===== config.mk =====
export PLATFORM = sky130hd
export DESIGN_NAME = debounce_multi
export DESIGN_NICKNAME = d
export VERILOG_FILES = /design/src/rtl/debounce_pkg.sv /design/src/rtl/debounce_channel.sv /design/src/rtl/debounce_multi.sv
export SDC_FILE = /design/constraint.sdc
export NUM_CORES = 1
export LEC_CHECK = 0
export BUFFER_PORTS_ARGS = -buffer_cell sky130_fd_sc_hd__buf_2
export CAP_MARGIN = 20
export CORE_UTILIZATION = 60
export CTS_CLUSTER_SIZE = 24
export DETAILED_ROUTE_END_ITERATION = 10
export MAX_ROUTING_LAYER = met4
export PLACE_DENSITY_LB_ADDON = 0.12
export SYNTH_ARGS = -nofsm -noshare
export SYNTH_HDL_FRONTEND = slang
export SYNTH_SLANG_ARGS = --single-unit

===== constraint.sdc =====
create_clock -name CLK -period 5.4 [get_ports CLK]
set_input_delay 0.54 -clock CLK [delete_from_list [all_inputs] [get_ports CLK]]
set_output_delay 0.54 -clock CLK [all_outputs]
set_load 0.02 [all_outputs]

===== src/rtl/debounce_pkg.sv =====
// Shared types and helpers for the multi-channel key debouncer.
package debounce_pkg;

   // Per-channel debounce FSM states.
   typedef enum logic [1:0] {
      IDLE     = 2'd0,
      DB_PRESS = 2'd1,
      PRESSED  = 2'd2,
      DB_REL   = 2'd3
   } db_state_e;

   // Idle (released) pin level for the chosen polarity.
   function automatic logic idle_level(input bit active_low);
      return active_low ? 1'b1 : 1'b0;
   endfunction

   // Width of the debounce counter; it only ever needs to hold DB_CYCLES-1.
   function automatic int db_cnt_width(input int db_cycles);
      if (db_cycles < 2) return 1;
      return $clog2(db_cycles);
   endfunction

   // Width of the long-press counter; it saturates at LONG_CYCLES.
   function automatic int long_cnt_width(input int long_cycles);
      if (long_cycles < 1) return 1;
      return $clog2(long_cycles + 1);
   endfunction

endpackage


===== src/rtl/debounce_channel.sv =====
// One debounced key: synchroniser, 4-state debounce FSM, debounce and
// long-press counters, and registered level/pulse outputs.
module debounce_channel
   import debounce_pkg::*;
#(
   parameter int SYNC_STAGES = 2,
   parameter int DB_CYCLES   = 500000,
   parameter int LONG_CYCLES = 50000000,
   parameter bit ACTIVE_LOW  = 1'b1
) (
   input  logic clk,
   input  logic rst,
   input  logic pin_in,
   output logic pin_out,
   output logic press_pulse,
   output logic release_pulse,
   output logic long_pulse
);

   localparam int               DB_W     = db_cnt_width(DB_CYCLES);
   localparam int               LONG_W   = long_cnt_width(LONG_CYCLES);
   localparam logic             IDLE_LVL = idle_level(ACTIVE_LOW);
   localparam logic [DB_W-1:0]   DB_LAST  = DB_W'(DB_CYCLES - 1);
   localparam logic [LONG_W-1:0] LONG_MAX = LONG_W'(LONG_CYCLES);
   localparam bit               LONG_EN  = (LONG_CYCLES != 0);

   logic [SYNC_STAGES-1:0] sync_q, sync_d;
   logic                   sync;
   db_state_e              state_q, state_d;
   logic [DB_W-1:0]        db_cnt_q, db_cnt_d;
   logic [LONG_W-1:0]      long_cnt_q, long_cnt_d;
   logic                   pin_out_q, pin_out_d;
   logic                   press_q, press_d;
   logic                   release_q, release_d;
   logic                   long_q, long_d;

   assign sync          = sync_q[SYNC_STAGES-1];
   assign pin_out       = pin_out_q;
   assign press_pulse   = press_q;
   assign release_pulse = release_q;
   assign long_pulse    = long_q;

   // Next-state logic: shift the synchroniser and step the debounce FSM.
   // The long-press counter keeps running through DB_REL so that a bouncing
   // release still counts as held time; it saturates for a single pulse.
   always_comb begin
      sync_d     = {sync_q[SYNC_STAGES-2:0], pin_in};
      state_d    = state_q;
      db_cnt_d   = db_cnt_q;
      long_cnt_d = long_cnt_q;
      pin_out_d  = pin_out_q;
      press_d    = 1'b0;
      release_d  = 1'b0;
      long_d     = 1'b0;

      if ((state_q == PRESSED || state_q == DB_REL) && LONG_EN && long_cnt_q != LONG_MAX) begin
         long_cnt_d = long_cnt_q + LONG_W'(1);
         long_d     = (long_cnt_d == LONG_MAX);
      end

      case (state_q)
         IDLE: begin
            pin_out_d  = IDLE_LVL;
            long_cnt_d = '0;
            if (sync != IDLE_LVL) begin
               state_d  = DB_PRESS;
               db_cnt_d = DB_W'(1);
            end
         end
         DB_PRESS: begin
            if (sync == IDLE_LVL) begin
               state_d  = IDLE;
               db_cnt_d = '0;
            end else if (db_cnt_q == DB_LAST) begin
               state_d    = PRESSED;
               db_cnt_d   = '0;
               long_cnt_d = '0;
               pin_out_d  = ~IDLE_LVL;
               press_d    = 1'b1;
            end else begin
               db_cnt_d = db_cnt_q + DB_W'(1);
            end
         end
         PRESSED: begin
            if (sync == IDLE_LVL) begin
               state_d  = DB_REL;
               db_cnt_d = DB_W'(1);
            end
         end
         DB_REL: begin
            if (sync != IDLE_LVL) begin
               state_d  = PRESSED;
               db_cnt_d = '0;
            end else if (db_cnt_q == DB_LAST) begin
               state_d    = IDLE;
               db_cnt_d   = '0;
               long_cnt_d = '0;
               long_d     = 1'b0;
               pin_out_d  = IDLE_LVL;
               release_d  = 1'b1;
            end else begin
               db_cnt_d = db_cnt_q + DB_W'(1);
            end
         end
         default: begin
            state_d = IDLE;
         end
      endcase
   end

   // State and output registers; reset drops any count or pending pulse.
   always_ff @(posedge clk) begin
      if (rst) begin
         sync_q     <= {SYNC_STAGES{IDLE_LVL}};
         state_q    <= IDLE;
         db_cnt_q   <= '0;
         long_cnt_q <= '0;
         pin_out_q  <= IDLE_LVL;
         press_q    <= 1'b0;
         release_q  <= 1'b0;
         long_q     <= 1'b0;
      end else begin
         sync_q     <= sync_d;
         state_q    <= state_d;
         db_cnt_q   <= db_cnt_d;
         long_cnt_q <= long_cnt_d;
         pin_out_q  <= pin_out_d;
         press_q    <= press_d;
         release_q  <= release_d;
         long_q     <= long_d;
      end
   end

endmodule


===== src/rtl/debounce_multi.sv =====
// N_CH independent key debouncers with press, release and long-press pulses.
module debounce_multi
   import debounce_pkg::*;
#(
   parameter int N_CH        = 4,
   parameter int SYNC_STAGES = 2,
   parameter int DB_CYCLES   = 500000,
   parameter int LONG_CYCLES = 50000000,
   parameter bit ACTIVE_LOW  = 1'b1
) (
   input  logic            CLK,
   input  logic            RST,
   input  logic [N_CH-1:0] Pin_In,
   output logic [N_CH-1:0] Pin_Out,
   output logic [N_CH-1:0] Press_Pulse,
   output logic [N_CH-1:0] Release_Pulse,
   output logic [N_CH-1:0] Long_Pulse
);

   // Refuse to elaborate with parameter values the channel logic cannot honour.
   if (N_CH < 1) begin : g_bad_n_ch
      $error("debounce_multi: N_CH must be at least 1");
   end
   if (SYNC_STAGES < 2) begin : g_bad_sync
      $error("debounce_multi: SYNC_STAGES must be at least 2");
   end
   if (DB_CYCLES < 2) begin : g_bad_db
      $error("debounce_multi: DB_CYCLES must be at least 2");
   end
   if (LONG_CYCLES < 0 || (LONG_CYCLES != 0 && LONG_CYCLES <= DB_CYCLES)) begin : g_bad_long
      $error("debounce_multi: LONG_CYCLES must be 0 or greater than DB_CYCLES");
   end

   for (genvar i = 0; i < N_CH; i++) begin : g_ch
      debounce_channel #(
         .SYNC_STAGES (SYNC_STAGES),
         .DB_CYCLES   (DB_CYCLES),
         .LONG_CYCLES (LONG_CYCLES),
         .ACTIVE_LOW  (ACTIVE_LOW)
      ) u_ch (
         .clk           (CLK),
         .rst           (RST),
         .pin_in        (Pin_In[i]),
         .pin_out       (Pin_Out[i]),
         .press_pulse   (Press_Pulse[i]),
         .release_pulse (Release_Pulse[i]),
         .long_pulse    (Long_Pulse[i])
      );
   end

endmodule


Yosys cells after proc, flatten, opt, wreduce, memory -nomap -nowiden
Cells that the tools add are included.

Reductions and logical operators: 36. Bitwise logic cells: 12. Add/subtract/negate cells: 8. Equal/unequal tests: 56. Mux-type cells: 112.

Operators by type and width (number): $mux 26 (16); $mux 19 (20); $pmux 26 s3 (4); $pmux 19 s4 (4); $add 26x1->26 const B (4); $eq 26x26->1 const B (4); $ne 26x26->1 const B (4); $add 19x1->19 const B (4); $eq 19x19->1 const B (4); $mux 2 (24); $mux 1 (36); $pmux 2 s4 (4); $ne 2x1->1 const B (12); $ne 2x2->1 const B (12); $reduce_or 3->1 (8); $reduce_and 5->1 (4); $eq 2x2->1 const B (8); $reduce_and 4->1 (4); $ne 3x1->1 const B (4); $ne 3x3->1 const B (4); $not 1->1 (12); $pmux 1 s3 (4); $reduce_bool 3->1 (4); $eq 2x1->1 const B (4); 4 further kinds (16).

Word-level logic and storage cells: 256. Bits of input ports: 6. Output and inout bits: 16. Flip-flop bits (word level): 212.

Logic depth before layout (Yosys ltp)
Word-level depth: 7. Gate-level depth with buffers: 9. Gate-level depth less buffers: 8.

Hierarchy
Synthesis repeated with hierarchy kept, for this count alone.

Cells, all modules: 1478. Area total of the unflattened synthesis: 12052.8 µm².

Modules (own cells, without submodules): debounce_channel at g_ch[1].u_ch ... (cells an instance 383, seq. area each 1061.0 µm², times used 2, area each 3115.5 µm²); debounce_channel at g_ch[3].u_ch (cells an instance 368, seq. area each 1061.0 µm², times used 1, area each 2997.9 µm²); debounce_channel at g_ch[0].u_ch (cells an instance 344, seq. area each 1061.0 µm², times used 1, area each 2824.0 µm²).

Worst setup path before layout
No wires, ideal clock.

Path type: flip-flop to flip-flop. Start point: register g_ch[2].u_ch.long_cnt_q[0]. End point: register g_ch[2].u_ch.long_q. Required time: 5.312 ns. Cell stages (with the launch flop): 10. Setup time: 0.088 ns. Clock period less this slack: 2.673 ns. Setup slack: 2.727 ns. Path buffers: 2. Arrival time: 2.585 ns. Cell sequence: dfxtp_1 ha_1 nand4_2 or3_1 buf_2 or4_1 clkbuf_2 or3_1 a32o_1 nor4_2.

Cells in the longest elaborated chain, start to end: 6. Elaborated cells on any way between the ends: 8. Those cells by class: add/sub (1); eq/ne (2); mux (4); reduce/logical (1).

Ends and longest elaborated chain: start, declared (RTL line debounce_channel.sv:31) `logic [LONG_W-1:0] long_cnt_q, long_cnt_d;`; start signal, assigned (RTL line debounce_channel.sv:126) `long_cnt_q <= long_cnt_d;`; $add 26x1->26 or $ne 26x26->1 (tied branches) (RTL line debounce_channel.sv:57, debounce_channel.sv:56); $eq 26x26->1 or $logic_and 1x1->1 (tied branches) (RTL line debounce_channel.sv:58, debounce_channel.sv:56); $mux 1 * (RTL line debounce_channel.sv:56) `if ((state_q == PRESSED || state_q == DB_REL) && LONG_EN && long_cnt_q != LONG_MAX) begin`; $mux 1 (RTL line debounce_channel.sv:94) `end else if (db_cnt_q == DB_LAST) begin`; $mux 1 (RTL line debounce_channel.sv:91) `if (sync != IDLE_LVL) begin`; $mux 1 * (RTL line debounce_channel.sv:61) `case (state_q)`; end signal, assigned (RTL line debounce_channel.sv:130) `long_q <= long_d;`; end, declared (RTL line debounce_channel.sv:35) `logic long_q, long_d;`.

Mark *: on every way between the ends. The rest lies on a longest branch, timed or not. A chain may end at the register's enable or synchronous reset.

Worst setup path in the final report
Start point: register g_ch[1].u_ch.db_cnt_q[7]. End point: register g_ch[1].u_ch.long_cnt_q[21].

Cells in the longest elaborated chain, start to end: 4. Elaborated cells on any way between the ends: 5. Those cells by class: eq/ne (1); mux (4).

Ends and longest elaborated chain: start, declared (RTL line debounce_channel.sv:30) `logic [DB_W-1:0] db_cnt_q, db_cnt_d;`; start signal, assigned (RTL line debounce_channel.sv:125) `db_cnt_q <= db_cnt_d;`; $eq 19x19->1 * (RTL line debounce_channel.sv:74, debounce_channel.sv:94); $mux 26 * (RTL line debounce_channel.sv:74, debounce_channel.sv:94); $mux 26, on equally long branches (RTL line debounce_channel.sv:91, debounce_channel.sv:71); $pmux 26 s3 * (RTL line debounce_channel.sv:61); end signal, assigned (RTL line debounce_channel.sv:126); end, declared (RTL line debounce_channel.sv:31).

Marks and branches as above.

==> run_results.csv <==
group,metric,value,unit
run_status,status,"finished clean",
placed_design,place_area,0.01171,mm²
grt,grt_max_degree,99,
sta,worst_slack,2498,ps
drt,drt_iter0_drc,661,
min_path,hold_start,"Pin_In[2]",
setup_path,crit_path_start_kind,"register",
sta,rsz0062_at_grt,"no",
setup_path,worstSetupPathType,"reg2reg",
placed_design,hpwlAfterDp,16520,µm
drt,drc,0,
layout,drive_above_1_share,6.762,%
sta,slew_headroom,30.81,%
sta,fin_crit_sh,53.74,%
logic_synthesis,synth_cells,1503,
min_path,whs_path_depth,2,
sta,clock.fmax,0.3446,GHz
layout,syn_to_final_growth,7.595,%
clock_network,clk_latency,500,ps
pwr,max-vdd-ir-drop,244.4,µV
setup_path,r2r_setup_slack,2500,ps
logic_synthesis,avgSynthCellArea,7.771,µm²
placed_design,dp_slack,2472,ps
floorplan,fp.coreArea,0.01889,mm²
logic_synthesis,synthAdderAreaFrac,1.714,%
setup_path,worstSetupStartpoint,"g_ch[1].u_ch.db_cnt_q[7]",
min_path,hold_end,"g_ch[2].u_ch.sync_q[0]",
grt,grt_pass1_wl,43070,µm
clock_network,cts_setup_buffers,0,
drt,routed_wl,25080,µm
logic_synthesis,synth_edf_count,0,
placed_design,io_buffers,21,
grt,first_global_vias,9146,
setup_path,r2r_cells,7,
clock_network,clkTransAtPathRegs,60,ps
pwr,power,3.359,mW
setup_path,worstSetupEndpointType,"register",
sta,fin_tns_setup,0,ps
clock_network,clk_path_buf_depth,3,
clock_network,htreeDepth,1,
logic_synthesis,synth.net_count,1525,
logic_synthesis,synthSimpleGateAreaFrac,32.61,%
logic_synthesis,synth_top_family_by_area,"simple AND/OR/NAND/NOR gates",
layout,antenna_cells,0,
pwr,cellLeakagePower,3.854,nW
drt,vias,10520,
sta,final-hold-violation-count,0,
floorplan,initial_core_util,61.82,%
job,drv_cap,0,
layout,finalInstanceArea,0.01257,mm²
logic_synthesis,synth_xor_xnor_area_share,8.174,%
floorplan,rows,50,
clock_network,cts_root_buffer,"clkbuf_16",
clock_network,cts_tree,"built",
clock_network,cts_made_buffers,23,
drt,vias_per_cell,6.100,
setup_path,worst_ep_arrival_time,3290,ps
logic_synthesis,synth-compound-area-share,15.61,%
sta,worst_pin_slew,1033,ps
grt,grt_use_total,25.91,%
floorplan,die_h,141.5,µm
logic_synthesis,yosys.cell_types.count,62,
clock_network,cts_sinks,212,
placed_design,gp_congestion,0.9357,
logic_synthesis,muxShareOfSynthArea,0.4285,%
sta,skew,14.66,ps
clock_network,post_cts_resized,0,
min_path,min_path_type,"in2reg",
pwr,power_density,267.3,mW/mm²
grt,overflow,0,
setup_path,worstReg2RegEnd,"g_ch[1].u_ch.long_cnt_q[21]",
setup_path,critPathMaxFanout,14,
setup_path,crit-reg2reg-launch,"g_ch[1].u_ch.db_cnt_q[7]",
grt,antenna_found_initial,0,
layout,nets,1471,
setup_path,required,5790,ps
drt,wl_per_cell,14.55,µm
logic_synthesis,yosysSeqAreaShare,36.34,%
drt,first_pass_iters,6,
logic_synthesis,synth_area,0.01168,mm²
floorplan,die_x,141.5,µm
sta,setup_viol,0,
clock_network,holdBufCountCts,0,
floorplan,io_pins,22,
logic_synthesis,ys_ff_latch,212,
logic_synthesis,synthArstFlopShare,0,%
logic_synthesis,ys.flop_type,"dfxtp_1",
logic_synthesis,ys_warn_count,0,
sta,slew_viol_final,0,
sta,period_needed,2902,ps
floorplan,die-area,0.02003,mm²
drt,final_antenna_net_count,0,
## cell usage after synthesis, types with 5 or more instances
cell | instances | area share (%)
nor4b_1 | 9 | 0.67
mux2i_1 | 5 | 0.43
xor2_1 | 68 | 5.1
ha_1 | 16 | 1.7
clkbuf_1 | 82 | 2.6
buf_4 | 17 | 1.1
a31oi_1 | 15 | 0.80
o21a_1 | 7 | 0.45
nor2_1 | 205 | 6.6
nor2b_1 | 7 | 0.37
or2_2 | 15 | 0.80
o31ai_1 | 7 | 0.45
a21oi_1 | 90 | 3.9
o211ai_1 | 11 | 0.71
xnor2_1 | 41 | 3.1
nand2_1 | 123 | 4.0
nor3b_1 | 19 | 1.2
nand4b_1 | 14 | 1.0
and4_1 | 13 | 0.97
dfxtp_1 | 212 | 36
a211oi_1 | 11 | 0.71
o211a_1 | 7 | 0.60
nand2b_1 | 6 | 0.32
a311oi_1 | 24 | 1.8
inv_1 | 28 | 0.90
buf_2 | 10 | 0.43
nand4_1 | 62 | 3.3
nor3_1 | 33 | 1.4
a41oi_1 | 8 | 0.60
and2_1 | 10 | 0.54
nor4_1 | 35 | 1.9
nand3b_1 | 9 | 0.58
or4_1 | 12 | 0.77
nand3_1 | 92 | 3.9
or3_1 | 22 | 1.2
o21ai_0 | 76 | 3.3
and3_1 | 33 | 1.8
## critical path, stage by stage (launching register included)
cell	delay, ps
dfxtp_1	380
nor4b_1	470
nand3_1	200
or2_2	340
o21a_1	170
o211ai_1	810
buf_4	340
nor2_1	70
## worst max-delay path by stage
stage / to / slack (ps) / depth (start not counted)
final: g_ch[1].u_ch.long_cnt_q[21] / 2500 / 7
after global routing: g_ch[1].u_ch.long_cnt_q[21] / 2280 / 7
after CTS: g_ch[1].u_ch.long_cnt_q[21] / 2430 / 7
after detailed placement: g_ch[1].u_ch.long_cnt_q[16] / 2470 / 7
after global placement: g_ch[1].u_ch.long_cnt_q[18] / 2570 / 7
after floorplan: g_ch[2].u_ch.long_pulse / 2730 / 9
## registers in the layout, indices dropped and copies added, names as in the netlist, named ones only
signal                   flops
g_ch.u_ch.long_pulse         4
g_ch.u_ch.pin_out            4
g_ch.u_ch.long_cnt_q       104
g_ch.u_ch.db_cnt_q          76
g_ch.u_ch.state_q            4
g_ch.u_ch.release_pulse      4
g_ch.u_ch.press_pulse        4
g_ch.u_ch.sync_q             8
## cells in the final DEF (no fill, tap or decap), types with 5 or more instances in the layout
cell type	n
dfxtp_1	212
nor2_1	205
nand2_1	123
nand3_1	92
a21oi_1	90
o21ai_0	75
xor2_1	68
nand4_1	62
xnor2_1	41
nor4_1	35
and3_1	33
nor3_1	33
inv_1	28
a311oi_1	24
clkbuf_16	23
or3_1	22
buf_2	20
nor3b_1	19
ha_1	16
or2_2	15
a31oi_1	15
nand4b_1	14
and4_1	13
or4_1	12
o211ai_1	11
a211oi_1	11
buf_4	11
and2_1	10
nor4b_1	9
nand3b_1	9
nor2b_1	7
o211a_1	7
o21a_1	7
a41oi_1	7
o31ai_1	6
nand2b_1	6
clkbuf_8	6
mux2i_1	5
bufinv_16	5
## logic make-up after synthesis
family                     count (synthesis)
and+or+nand+nor                          733
AOI/OAI and AO/OA                        289
muxes                                      5
adders and majority gates                 16
DFF                                      212
buffers and inverters                    139
xor gates and xnor gates                 109
## metal layers
metal	global-route usage, %	share of wire (%)	vias to the layer above
li1	-	-	5317
met4	5.037	1.4	0
met1	36.38	49	4913
met3	3.307	5.1	32
met2	40.06	45	254
met5	-	0	-
## final cells by class
cell class	instances	area, µm²
Tap cell	260	325.3
Clock inverter	9	172.7
Fill cell	1621	6326
Multi-Input combinational cell	1152	6857
Inverter	28	105.1
Clock buffer	31	665.6
Timing Repair Buffer	32	197.7
Sequential cell	212	4244
## per-stage QoR
step	util, %	instances	hold slack [ps]
2_1_floorplan	-	1503	389.5
3_3_place_gp	61.92	1681	393.7
3_5_place_dp	62.00	1682	395.2
4_1_cts	66.44	1722	200.1
5_1_grt	66.52	1724	208.3
6_report	66.52	1724	213.7
## power by group
part	total [mW]	internal (mW)	switching, mW
sequential	1.58	1.57	0.00776
clock	1.72	1.10	0.623
combinational	0.0605	0.0158	0.0448
total	3.36	2.68	0.675
No activity file was read; power rests on OpenSTA's default activity.
